$ cat src/rtl/muldiv_hilo.sv
// Multiply/divide sequencer with HI/LO register pair. Products complete in one
// cycle; divides are launched on an external iterative divider and timed out.
module muldiv_hilo #(
  parameter int DIV_CYCLES = 34
) (
  input  logic        clk,
  input  logic        rst_n,
  input  logic        op_valid,
  input  logic [2:0]  op,
  input  logic [31:0] rs_val,
  input  logic [31:0] rt_val,
  output logic        busy,
  output logic [31:0] hi,
  output logic [31:0] lo,
  output logic [31:0] div_a,
  output logic [31:0] div_b,
  output logic        div_sign,
  output logic        div_rst,
  input  logic [31:0] div_q,
  input  logic [31:0] div_r
);

  localparam int CW = (DIV_CYCLES > 1) ? $clog2(DIV_CYCLES) : 1;
  localparam logic [CW-1:0] CNT_LAST = CW'(DIV_CYCLES - 1);

  typedef enum logic [1:0] {IDLE, START, WAIT} state_t;

  typedef enum logic [2:0] {
    OP_NONE  = 3'b000,
    OP_MULT  = 3'b001,
    OP_MULTU = 3'b010,
    OP_DIV   = 3'b011,
    OP_DIVU  = 3'b100,
    OP_MTHI  = 3'b101,
    OP_MTLO  = 3'b110,
    OP_NONE7 = 3'b111
  } op_t;

  state_t        state;
  logic [CW-1:0] cnt;
  op_t           op_e;
  logic          accept;

  assign op_e   = op_t'(op);
  assign busy   = (state != IDLE);
  assign accept = op_valid && (state == IDLE) && (op_e != OP_NONE) && (op_e != OP_NONE7);

  // One 33x33 signed multiplier serves both MULT and MULTU: the extra top bit
  // is the sign for MULT and zero for MULTU. Only the low 64 bits are needed.
  logic               sext;
  logic signed [32:0] mul_a;
  logic signed [32:0] mul_b;
  logic signed [63:0] prod;

  assign sext  = (op_e == OP_MULT);
  assign mul_a = {sext & rs_val[31], rs_val};
  assign mul_b = {sext & rt_val[31], rt_val};
  assign prod  = 64'(mul_a) * 64'(mul_b);

  // NOTE: all state here uses non-blocking assignments so every register sees
  // the pre-edge values of the others, whatever the statement order.
  always_ff @(posedge clk or negedge rst_n) begin
    if (!rst_n) begin
      state    <= IDLE;
      cnt      <= '0;
      hi       <= '0;
      lo       <= '0;
      div_a    <= '0;
      div_b    <= '0;
      div_sign <= 1'b0;
      div_rst  <= 1'b0;
    end else begin
      case (state)
        IDLE: begin
          if (accept) begin
            case (op_e)
              OP_MULT, OP_MULTU: {hi, lo} <= prod;
              OP_MTHI:           hi <= rs_val;
              OP_MTLO:           lo <= rs_val;
              OP_DIV, OP_DIVU: begin
                if (rt_val == '0) begin
                  // Divide by zero never reaches the divider.
                  hi <= rs_val;
                  lo <= '1;
                end else begin
                  div_a    <= rs_val;
                  div_b    <= rt_val;
                  div_sign <= (op_e == OP_DIV);
                  div_rst  <= 1'b1;
                  state    <= START;
                end
              end
              default: ;
            endcase
          end
        end
        START: begin
          div_rst <= 1'b0;
          cnt     <= '0;
          state   <= WAIT;
        end
        WAIT: begin
          if (cnt == CNT_LAST) begin
            lo    <= div_q;
            hi    <= div_r;
            state <= IDLE;
          end else begin
            cnt <= cnt + CW'(1);
          end
        end
        default: state <= IDLE;
      endcase
    end
  end

endmodule
$ cat config.mk
export PLATFORM = sky130hd
export DESIGN_NAME = muldiv_hilo
export DESIGN_NICKNAME = d
export VERILOG_FILES = /design/src/rtl/muldiv_hilo.sv
export SDC_FILE = /design/constraint.sdc
export NUM_CORES = 2
export LEC_CHECK = 0
export ABC_AREA = 1
export CAP_MARGIN = 15
export CORE_ASPECT_RATIO = 0.8
export CORE_MARGIN = 2
export CORE_UTILIZATION = 55
export DETAILED_ROUTE_END_ITERATION = 8
export GPL_TIMING_DRIVEN = 0
export MAX_ROUTING_LAYER = met4
export PLACE_DENSITY = 0.74
export SYNTH_ARGS = -nofsm -noshare
export SYNTH_HDL_FRONTEND = slang
export SYNTH_SLANG_ARGS = --single-unit
$ cat constraint.sdc
create_clock -name clk -period 2.17 [get_ports clk]
set_input_delay 0.434 -clock clk [delete_from_list [all_inputs] [get_ports clk]]
set_output_delay 0.434 -clock clk [all_outputs]
set_load 0.1 [all_outputs]
==> metrics.md <==
| Metric | Value |
|---|---|
| Hold Fails Final Rpt | 0 |
| FF-to-FF End | hi[10] |
| Vias in the first global route | 43.91k |
| CTS tree | done |
| WHS Path Cells | 3 |
| Die width | 328.8 um |
| Clock transition at the registers of the reported paths | 80 ps |
| Pins Over Slew Limit | 0 |
| IO Pins | 265 |
| Hpwl dp | 162700 um |
| Synth-to-layout area growth | 32.77% |
| First-pass GRT wire length | 293400 um |
| CP required | 2520 ps |
| Hold Crit Class | in2reg |
| GRT Total Usage | 48.92% |
| Initial core utilization | 55.38% |
| Core area | 0.08380 mm2 |
| Mean Syn Cell Area | 7.826 um2 |
| Clock Sink Count | 138 |
| Yosys warns | 0 |
| Arrival time worst endpoint | 7940 ps |
| Clk_lat worst skew | 470 ps |
| Post-Syn Nets | 7403 |
| Synth Cell Area | 0.04641 mm2 |
| Largest net degree at the start of global routing | 93 |
| Filler cell count | 6129 |
| Die area | 0.08673 mm2 |
| Input/output buffers | 200 |
| Crit path launch type | input port |
| Worst Hold Launch | rs_val[2] |
| Fin crit period | 7592 ps |
| Gpl congestion | 1.072 |
| Final setup margin | -5422 ps |
| Flop2flop setup slack | -750 ps |
| Worst setup path class | in2reg |
| Die H | 263.8 um |
| DR iter-0 viols | 5271 |
| Worst-path fanout max | 7 |
| Worst slew pin tran | 1161 ps |
| Htree depth | 4 |
| Syn Inst Count | 5930 |
| Nets | 7938 |
| Status | finished, violations left |
| Cell Rows | 95 |
| M1 wire length | 76750 um |
| Critical path's most frequent cell | fa_2 |
| Sequential fraction of the synthesis area | 7.442% |
| Met3 routed WL | 30050 um |
| R2R depth | 9 |
| Main flop type after synthesis | dfrtp_1 |
| Number of synthesized flops with an enable pin | 0 |
| Final period util | 349.8% |
| Avg Vias per Cell | 5.752 |
| Synth cell types | 35 |
| #FFs+latches synth | 138 |
| Asr flop ratio synth | 100.0% |
| Top cells by area, synth | fa_1, nand2_1, inv_1 |
| CTS root buf | clkbuf_16 |
| Routed length on met2 | 86270 um |
| Slew margin rel. | 22.46% |
| DP Cell Count | 7250 |
| TritonRoute pass-1 iters | 6 |
| Final WL | 207300 um |
| Setup violations, final | 197 |
| Worst path max stage delay | 680 ps |
| Fmax achieved | 0.1317 GHz |
| Initial antenna violation count | 4 |
| DRT antenna net count | 0 |
| Maxcap violations | 0 |
| Number of buffers created by CTS | 17 |
| Top cell type by total area after synthesis | fa_1 |
| Most instantiated cells after synthesis | nand2_1, inv_1, fa_1 |
| Cell Count, Final, Fillers Out | 7598 |
| Worst setup EP type | flop |
| WHS Endpoint | div_a[2] |
| Clock Skew | 21.66 ps |
| Max Root-Sink Buffers | 2 |
| Grt ovf | 0 |
| Top Metal Used | met4 |
| Setup_tns | -290420 ps |
| Post-synth top area share | 48.53% |
| FF-to-FF Start | state[0] |
| CP max-delay cell | fa_2 |
| Routed length per instance | 27.29 um |
| RSZ-0062 raised after global routing | yes |
| Most common cell in the netlist | nand2_1 |
| Proportion of layout cells with a drive suffix above 1 | 22.34% |
| Drt drc | 0 |
| Violated checks | negative setup slack |
| DR vias | 43.71k |
[flip-flops by register name, summed over array words and instances (netlist names)]
name and cells:
div_b 32, div_sign 1, lo 32, state 2, hi 32, div_a 32
div_rst 1, cnt 6
[worst max-delay path by stage]
| stage | start | to | slack, ps | depth (start not counted) |
|---|---|---|---|---|
| 4_1_cts | op[1] | hi[17] | -5210 | 34 |
| 3_3_place_gp | op[1] | hi[25] | -8400 | 33 |
| 5_1_grt | op[1] | hi[16] | -5500 | 35 |
| 2_1_floorplan | op[1] | hi[29] | -4830 | 34 |
| 3_5_place_dp | op[1] | hi[25] | -8390 | 33 |
| 6_report | op[1] | hi[17] | -5420 | 34 |
[cells in the final DEF, fill, tap and decap left out, drive strengths merged, types with 118 or more instances in the layout]
master	synthesis	layout
buf	15	369
clkbuf	295	280
clkdlybuf4s50	0	133
dfrtp	138	138
fa	1125	1125
ha	214	214
inv	1667	1670
nand2	1661	1661
nand3	118	118
nor2	264	264
o21ai	193	193
[logic make-up (layout without fill, tap and decap cells)]
family,after synthesis,count (layout),share of synthesized area (%)
AO/OA/AOI/OAI,362,362,4.260
adder cells (fa/ha/maj),1339,1339,54.30
XOR/XNOR,19,19,0.3586
flip-flops,138,138,7.442
AND/OR/NAND/NOR,2092,2092,17.53
other,0,5,0
buffers and inverters,1980,2528,16.10
[cell type report]
type / count / area [um2] / area share [%]
clock inverters: 14 / 172.7 / 0.2802
clock buffers: 18 / 439.2 / 0.7128
flip-flops and latches: 138 / 3453 / 5.605
multi-input cells: 3812 / 39960 / 64.85
diodes: 5 / 12.51 / 0.02031
well taps: 1115 / 1395 / 2.264
plain buffers: 308 / 4668 / 7.577
inverters: 1670 / 6334 / 10.28
repair buffers: 518 / 5182 / 8.411
[critical path: cells and delay by family]
kind	cells	cell delay, ps
and+or+nand+nor	14	1840
adders and majority gates	9	4530
buffers and inverters	11	1090
[through the flow]
step | setup slack, ps | util, % | hold WS (ps) | area, um2
floorplan | -4826 | - | 138.4 | 47770
global placement | -8405 | 61.06 | 463.1 | 51160
detailed placement | -8390 | 61.16 | 405.1 | 51260
CTS | -5207 | 70.09 | 272.0 | 58740
global route | -5497 | 73.52 | 245.8 | 61610
finish | -5422 | 73.53 | 235.5 | 61610
[metal layers]
metal / GRT usage (%) / vias up
met5: - / -
met3: 15.96 / 702
met4: 24.50 / 0
met1: 65.21 / 22040
li1: - / 17810
met2: 66.81 / 3146
[timing repair]
action / CTS / global route
cloned: 2 / 0
setup buffers: 195 / 117
hold buffers: 1 / 0
endpoints found under the setup margin: 263 / 262
endpoints found under the hold margin: 46 / 0
pin swaps: 260 / 332
resized for setup: 1187 / 553
Power is not shown: default switching activity piles up to over one toggle a cycle in this logic, so the estimate is an artifact.
